$ cat src/rtl/spi_reg_bridge.sv
`timescale 1ns/1ps
// spi_reg_bridge: SPI target (modes 0-3) bridging an external SPI host to the 8-bit register bus.
// Latency: reg_we 1 clk after the synced 8th sample of a data byte; reg_re 1 clk after a command/read byte completes.
// Backpressure: none; the register bus takes a strobe on any clk and returns reg_rdata the clk after reg_re.
// Ports: clk/sys_rst_n system clock and async active-low reset; sclk/cs_n/mosi/miso/miso_oe SPI pins;
//        reg_addr/reg_wdata/reg_we/reg_re/reg_rdata register bus; busy = frame active; frame_err = aborted-byte pulse.
module spi_reg_bridge #(
    parameter int ADDR_W     = 7,
    parameter bit CPOL       = 1'b0,
    parameter bit CPHA       = 1'b0,
    parameter bit AUTO_INC   = 1'b1,
    parameter int READ_DUMMY = 1
) (
    input  logic              clk,
    input  logic              sys_rst_n,
    input  logic              sclk,
    input  logic              cs_n,
    input  logic              mosi,
    output logic              miso,
    output logic              miso_oe,
    output logic [ADDR_W-1:0] reg_addr,
    output logic [7:0]        reg_wdata,
    output logic              reg_we,
    output logic              reg_re,
    input  logic [7:0]        reg_rdata,
    output logic              busy,
    output logic              frame_err
);
    localparam logic [2:0] ST_IDLE     = 3'd0;
    localparam logic [2:0] ST_CMD      = 3'd1;
    localparam logic [2:0] ST_WR       = 3'd2;
    localparam logic [2:0] ST_RD_DUMMY = 3'd3;
    localparam logic [2:0] ST_RD       = 3'd4;

    logic [1:0]        sclk_sync_q, cs_sync_q, mosi_sync_q;
    logic              sclk_dly_q, cs_dly_q;
    logic [2:0]        state_q, state_d;
    logic [2:0]        bit_cnt_q, bit_cnt_d;
    logic [6:0]        rx_q, rx_d;
    logic [7:0]        tx_q, tx_d;
    logic [ADDR_W-1:0] addr_q, addr_d;
    logic [7:0]        wdata_q, wdata_d;
    logic              we_q, we_d, re_q, re_d, ld_q, err_q, err_d;

    logic sclk_s, cs_s, mosi_s;
    logic sclk_rise, sclk_fall, lead_edge, trail_edge, sample_edge, shift_edge, cs_fall;
    logic active, byte_done;
    logic [2:0] cnt_smp;
    logic [7:0] rx_byte;

    assign sclk_s = sclk_sync_q[1];
    assign cs_s   = cs_sync_q[1];
    assign mosi_s = mosi_sync_q[1];

    assign sclk_rise   = sclk_s & ~sclk_dly_q;
    assign sclk_fall   = ~sclk_s & sclk_dly_q;
    assign lead_edge   = CPOL ? sclk_fall : sclk_rise;
    assign trail_edge  = CPOL ? sclk_rise : sclk_fall;
    assign sample_edge = CPHA ? trail_edge : lead_edge;
    assign shift_edge  = CPHA ? lead_edge : trail_edge;
    // The cs_n synchroniser resets low, so a block released from reset with cs_n
    // already low sees no fall and waits for a fresh frame.
    assign cs_fall     = ~cs_s & cs_dly_q;

    assign active    = (state_q != ST_IDLE);
    assign byte_done = active & sample_edge & (bit_cnt_q == 3'd7);
    assign cnt_smp   = (active && sample_edge) ? bit_cnt_q + 3'd1 : bit_cnt_q;
    assign rx_byte   = {rx_q, mosi_s};

    always_comb begin
        state_d   = state_q;
        bit_cnt_d = cnt_smp;
        rx_d      = rx_q;
        tx_d      = tx_q;
        addr_d    = addr_q;
        wdata_d   = wdata_q;
        we_d      = 1'b0;
        re_d      = 1'b0;
        err_d     = 1'b0;

        if (active && sample_edge) begin
            rx_d = rx_byte[6:0];
        end
        // Read data returns the clk after reg_re; capture it into the shifter.
        if (ld_q) begin
            tx_d = reg_rdata;
        end
        // The byte's MSB is preloaded, so the first shift edge of each byte
        // (bit count 0) leaves it on miso; later shift edges move to the next bit.
        if (state_q == ST_RD && shift_edge && bit_cnt_q != 3'd0) begin
            tx_d = {tx_q[6:0], 1'b0};
        end
        if (we_q && AUTO_INC) begin
            addr_d = addr_q + ADDR_W'(1);
        end

        case (state_q)
            ST_IDLE: begin
                if (cs_fall) begin
                    state_d   = ST_CMD;
                    bit_cnt_d = 3'd0;
                end
            end
            ST_CMD: begin
                if (byte_done) begin
                    addr_d = rx_byte[ADDR_W-1:0];
                    if (rx_byte[7]) begin
                        re_d    = 1'b1;
                        state_d = (READ_DUMMY != 0) ? ST_RD_DUMMY : ST_RD;
                    end else begin
                        state_d = ST_WR;
                    end
                end
            end
            ST_WR: begin
                if (byte_done) begin
                    wdata_d = rx_byte;
                    we_d    = 1'b1;
                end
            end
            ST_RD_DUMMY: begin
                if (byte_done) begin
                    state_d = ST_RD;
                end
            end
            ST_RD: begin
                if (byte_done) begin
                    if (AUTO_INC) begin
                        addr_d = addr_q + ADDR_W'(1);
                    end
                    re_d = 1'b1;
                end
            end
            default: state_d = ST_IDLE;
        endcase

        // cs_n high ends the frame. A byte completing in this same clk has already
        // issued its strobe above, and its wrapped count marks the end as clean.
        if (active && cs_s) begin
            state_d   = ST_IDLE;
            bit_cnt_d = 3'd0;
            err_d     = (cnt_smp != 3'd0);
        end
    end

    always_ff @(posedge clk or negedge sys_rst_n) begin
        if (!sys_rst_n) begin
            sclk_sync_q <= '0;
            cs_sync_q   <= '0;
            mosi_sync_q <= '0;
            sclk_dly_q  <= 1'b0;
            cs_dly_q    <= 1'b0;
            state_q     <= ST_IDLE;
            bit_cnt_q   <= '0;
            rx_q        <= '0;
            tx_q        <= '0;
            addr_q      <= '0;
            wdata_q     <= '0;
            we_q        <= 1'b0;
            re_q        <= 1'b0;
            ld_q        <= 1'b0;
            err_q       <= 1'b0;
        end else begin
            sclk_sync_q <= {sclk_sync_q[0], sclk};
            cs_sync_q   <= {cs_sync_q[0], cs_n};
            mosi_sync_q <= {mosi_sync_q[0], mosi};
            sclk_dly_q  <= sclk_s;
            cs_dly_q    <= cs_s;
            state_q     <= state_d;
            bit_cnt_q   <= bit_cnt_d;
            rx_q        <= rx_d;
            tx_q        <= tx_d;
            addr_q      <= addr_d;
            wdata_q     <= wdata_d;
            we_q        <= we_d;
            re_q        <= re_d;
            ld_q        <= re_q;
            err_q       <= err_d;
        end
    end

    assign miso      = (state_q == ST_RD) & tx_q[7];
    assign miso_oe   = active;
    assign busy      = active;
    assign reg_addr  = addr_q;
    assign reg_wdata = wdata_q;
    assign reg_we    = we_q;
    assign reg_re    = re_q;
    assign frame_err = err_q;
endmodule
$ cat config.mk
export PLATFORM = sky130hd
export DESIGN_NAME = spi_reg_bridge
export DESIGN_NICKNAME = d
export VERILOG_FILES = /design/src/rtl/spi_reg_bridge.sv
export SDC_FILE = /design/constraint.sdc
export NUM_CORES = 1
export LEC_CHECK = 0
export ABC_AREA = 1
export BUFFER_PORTS_ARGS = -buffer_cell sky130_fd_sc_hd__buf_2
export CORE_ASPECT_RATIO = 1.1
export CORE_MARGIN = 2
export CORE_UTILIZATION = 61
export DETAILED_ROUTE_END_ITERATION = 8
export PLACE_DENSITY = 0.86
export SETUP_SLACK_MARGIN = 0.02
export SLEW_MARGIN = 5
export SYNTH_ARGS = -nofsm -noshare
export SYNTH_HDL_FRONTEND = slang
export SYNTH_SLANG_ARGS = --single-unit
$ cat constraint.sdc
create_clock -name clk -period 3.8 [get_ports clk]
set_input_delay 0.19 -clock clk [delete_from_list [all_inputs] [get_ports clk]]
set_output_delay 0.19 -clock clk [all_outputs]
set_load 0.005 [all_outputs]
---- After elaboration in Yosys (flattened, before gate mapping) ----
Cells that the tools add are included.
storage, ports and cells
  output and inout port bits .............. 21
  memory bits (writable) .................. 0
  latch bits .............................. 0
  word-level logic and storage cells ...... 69
  bits of input ports ..................... 13
  memories ................................ 0
  ROM bits ................................ 0
  bits in registers ....................... 48
cells by class
  equal/unequal tests ..................... 9
  magnitude comparators ................... 0
  reduce and logical (&&, ||, !) cells .... 12
  $mul .................................... 0
  $add $sub $neg .......................... 2
  shift operators ......................... 0
  multiplexer cells ....................... 22
  bitwise operators ....................... 9
  div/mod/pow operators ................... 0
operator list
  operator                                                          count
  3-bit 2-to-1 mux                                                  8
  7-bit 2-to-1 mux                                                  3
  8-bit 2-to-1 mux                                                  2
  7-bit case mux with 2 select lines                                1
  3-bit case mux with 4 select lines                                1
  3-bit != test (second input constant)                             3
  3-bit nonzero test                                                3
  7-bit by 1-bit adder with 7-bit output (second input constant)    1
  1-bit AND                                                         6
  3-bit by 2-bit == test with 1-bit output (second input constant)  2
  3-bit == test (second input constant)                             2
  1-bit 2-to-1 mux                                                  6
  1-bit logical AND                                                 4
  4-bit AND reduction                                               1
  3-bit by 1-bit adder with 3-bit output (second input constant)    1
  3-bit by 1-bit == test with 1-bit output (second input constant)  1
  3-bit logical NOT                                                 1
  1-bit NOT                                                         3
  2-bit by 1-bit != test with 1-bit output (second input constant)  1
  1-bit case mux with 2 select lines                                1
  2-bit AND reduction                                               1
  2-bit nonzero test                                                1
  2-bit OR reduction                                                1

---- Longest topological paths before layout ----
  word-level depth ........................ 7
  mapped depth ............................ 9
  depth with buffers taken out ............ 9

---- Worst setup path after synthesis ----
OpenSTA, ideal clock, no wires.
  path type ............................... register -> register
  from .................................... register bit_cnt_q[0]
  to ...................................... register wdata_q[7], in the netlist reg_wdata[7]
  slack ................................... 2,449 ps
  required time ........................... 3,735 ps
  cell stages (with the launch flop) ...... 9
  buffers on the path ..................... 1
  library setup time ...................... 65 ps
  data arrival time ....................... 1,286 ps
  period minus slack after synthesis ...... 1,351 ps
  path through ............................ dfrtp_1 ha_1 ha_1 nand3_4 inv_4 nand2_4 buf_6 nand2_1 nand2_1
between the ends
  cells in the longest elaborated chain, start to end .. 3
ends and longest elaborated chain
  what                                  line  RTL
  from (decl)                           38    logic [2:0] bit_cnt_q, bit_cnt_d;
  from (signal assigned)                170   bit_cnt_q <= bit_cnt_d;
  3-bit == test                         66    assign byte_done = active & sample_edge & (bit_cnt_q == 3'd7);
  1-bit AND                             66
  2-bit AND reduction (no source line)  --
  to (signal assigned)                  174   wdata_q <= wdata_d;
  to (decl)                             42    logic [7:0] wdata_q, wdata_d;
Every way passes these cells.
A chain may end at the register's enable or synchronous reset.

---- Worst setup path after layout ----
  from .................................... register state_q[1]
  to ...................................... register tx_q[1]
between the ends
  cells in the longest elaborated chain, start to end .. 4
  elaborated cells on any way between the ends .. 5
  those cells by class .................... eq/ne (1); mux (1); reduce/logical (3)
ends and longest elaborated chain
  what                                                    line  RTL
  from (decl)                                             37    logic [2:0] state_q, state_d;
  from (signal assigned)                                  169   state_q <= state_d;
  3-bit == test *                                         90    if (state_q == ST_RD && shift_edge && bit_cnt_q != 3'd0) begin
  1-bit logical AND * (2 in a row)                        90
  8-bit 2-to-1 mux or 2-bit nonzero test (tied branches)  --
  to (signal assigned)                                    172   tx_q <= tx_d;
  to (decl)                                               40    logic [7:0] tx_q, tx_d;
Mark *: on every way between the ends. The rest lies on a longest branch, timed or not.

==> flow_summary.toml <==
[synth]
synth_edf_count = 0
synth_area_mm2 = 0.002367
seq_area_frac_synth = 0.5074
yosys.cell_types.count = 33
synthFlopType = "dfrtp_1"
ys_warn_count = 0
synth_nets = 283
netlist_instances = 266
synthArstFlopShare = 1.000
ys_ff_latch = 48
synth_area_per_cell_um2 = 8.900

[job]
drv_cap = 0

[routing]
detail_route.iter0.violations = 152
firstDrtPassIters = 4
via_count = 1873
final_antenna_net_count = 0
drcViolationCount = 0
wirelength_mm = 4.360
wl_per_cell_um = 12.35
viasPerCell = 5.306

[critical_path]
worstReg2RegStart = "state_q[1]"
r2r_slack_ns = 2.21
worst_setup_path_start_kind = "register"
worstRegToRegCells = 6
cp_data_required_time_ns = 3.97
reg2reg_to = "tx_q[1]"
arrival_ns = 1.75
crit_fanout = 16
worstSetupEndpointType = "register"
path_class = "register to register"

[power]
p_per_area_mw_per_mm2 = 521.6
p_leak_uw = 0.001429
max-vdd-ir-drop_v = 0.0004030

[clock_tree]
clkSlewWorstSetupHoldPaths_ns = 0.08
cts_tree = "done"
cts_inserted_buffers = 5
post_cts_buffers = 0
cts.path.max_buffers = 2
cts_sinks = 48
cts-root-buf = "clkbuf_8"
cts_resized = 0
holdBufCountCts = 3
insertion_delay_ns = 0.29
ctsHtreeMaxLevel = 2

[floorplan]
design.die.area_mm2 = 0.004395
die_y_um = 69.34
io_pins = 34
row_count = 23
core_mm2 = 0.003684
initial_core_util = 0.6427
die_x_um = 63.40

[timing]
rsz0062_at_grt = "false"
worst_hold_slack_ns = 0.06198
setup_violations = 0
drv_slew = 0
skew_ns = 0.008103
fin_crit_ns = 1.587
fmax_mhz = 630.3
fin_tns_setup_ns = 0
slew_headroom = 0.3196
period_share = 0.4175
hold_viol_final = 0
worst_pin_slew_ns = 1.021

[final_layout]
area_growth_pct = 12.21
final_cell_mix = "nand2_1 (64), dfrtp_1 (48), inv_1 (37)"
diodes = 0
final_common_cell = "nand2_1"
drive_gt1_frac = 0.2112
final_nets = 320

[hold_path]
hold_path.class = "input pin to asynchronous set/reset pin"

[grt]
grt.overflow.total = 0
grt_usage = 0.2233
grt_start_max_net_pins = 49
grt_pass1_wl_mm = 7.921
antenna_found_initial = 0
first_global_vias = 1805

[placement]
port_buffers = 33
gp_congestion = 0.8482
hpwl_mm = 3.157

[status]
status = "complete, no violations"
synthesized netlist by cell type, types with 3 or more instances:
cell / count / share of area
buf_6: 3 / 0.014
dfrtp_1: 48 / 0.51
ha_1: 4 / 0.021
inv_1: 37 / 0.059
inv_2: 4 / 0.0063
nand2_1: 64 / 0.10
nand2_2: 3 / 0.0079
nand3_1: 31 / 0.066
nor2_1: 6 / 0.0095
o21ai_0: 18 / 0.038
o21ai_1: 5 / 0.011
o21ai_2: 7 / 0.026
o221ai_1: 8 / 0.030
flip-flops by register name, summed over array words and instances, names as in the netlist:
| signal | count |
|---|---|
| rx_q | 7 |
| reg_we | 1 |
| cs_sync_q | 2 |
| tx_q | 8 |
| frame_err | 1 |
| reg_wdata | 8 |
| reg_addr | 7 |
| mosi_sync_q | 2 |
| state_q | 3 |
| ld_q | 1 |
| cs_dly_q | 1 |
| sclk_dly_q | 1 |
| reg_re | 1 |
| sclk_sync_q | 2 |
| bit_cnt_q | 3 |
cells by family (layout without fill, tap and decap cells):
logic type | count (synthesis) | in the layout | synth area share
xor+xnor | 4 | 4 | 0.01480
compound gates | 47 | 47 | 0.1295
simple gates | 114 | 114 | 0.2357
buf+inv | 49 | 86 | 0.09143
flops | 48 | 48 | 0.5074
fa+ha+maj | 4 | 4 | 0.02114
layer usage:
| metal | vias to the layer above | routed length (µm) | track usage |
|---|---|---|---|
| met2 | 60 | 2042 | 0.3661 |
| li1 | 941 | - | - |
| met4 | 0 | 26 | 0.07005 |
| met3 | 2 | 266 | 0.04870 |
| met1 | 870 | 2024 | 0.2967 |
| met5 | - | 0 | 0 |
cell type report:
type,count,area (µm²)
Fill cell,316,1027
Inverter,43,166.4
Multi-Input combinational cell,169,949.7
Sequential cell,48,1201
Timing Repair Buffer,36,195.2
Clock buffer,5,68.82
Clock inverter,2,12.51
Tap cell,50,62.56
through the flow:
step,util,worst slack (ns),total power (µW),cell area (µm²),std cells
final,0.7211,2.213,1386,2656,353
after global routing,0.7211,2.069,1491,2656,353
after CTS,0.7211,2.203,1396,2656,353
after detailed placement,0.6909,2.214,1107,2545,343
after global placement,0.6909,2.275,1089,2545,343
after floorplan,-,2.449,1001,2367,266
worst max path at each step:
stage | slack (ns) | cells past startpoint | start | endpoint
after global routing | 2.07 | 8 | reg_addr[0] | reg_addr[4]
after CTS | 2.20 | 8 | bit_cnt_q[0] | reg_wdata[7]
after detailed placement | 2.21 | 8 | bit_cnt_q[0] | reg_wdata[7]
after global placement | 2.27 | 8 | bit_cnt_q[0] | reg_wdata[7]
after floorplan | 2.45 | 8 | bit_cnt_q[0] | reg_wdata[7]
final | 2.21 | 6 | state_q[1] | tx_q[1]
where the power goes:
group          total [µW]  internal (µW)  switching, µW
registers             679            618           61.1
logic                 420            145            275
clock network         286            125            161
critical path, cell delays in order (launching register included):
cell and delay, ns:
dfrtp_1 0.41, inv_2 0.13, nand3_2 0.14, inv_4 0.14, nand4_4 0.21, nand2_1 0.29
o221ai_1 0.15
(Power assumes the default switching activity.)
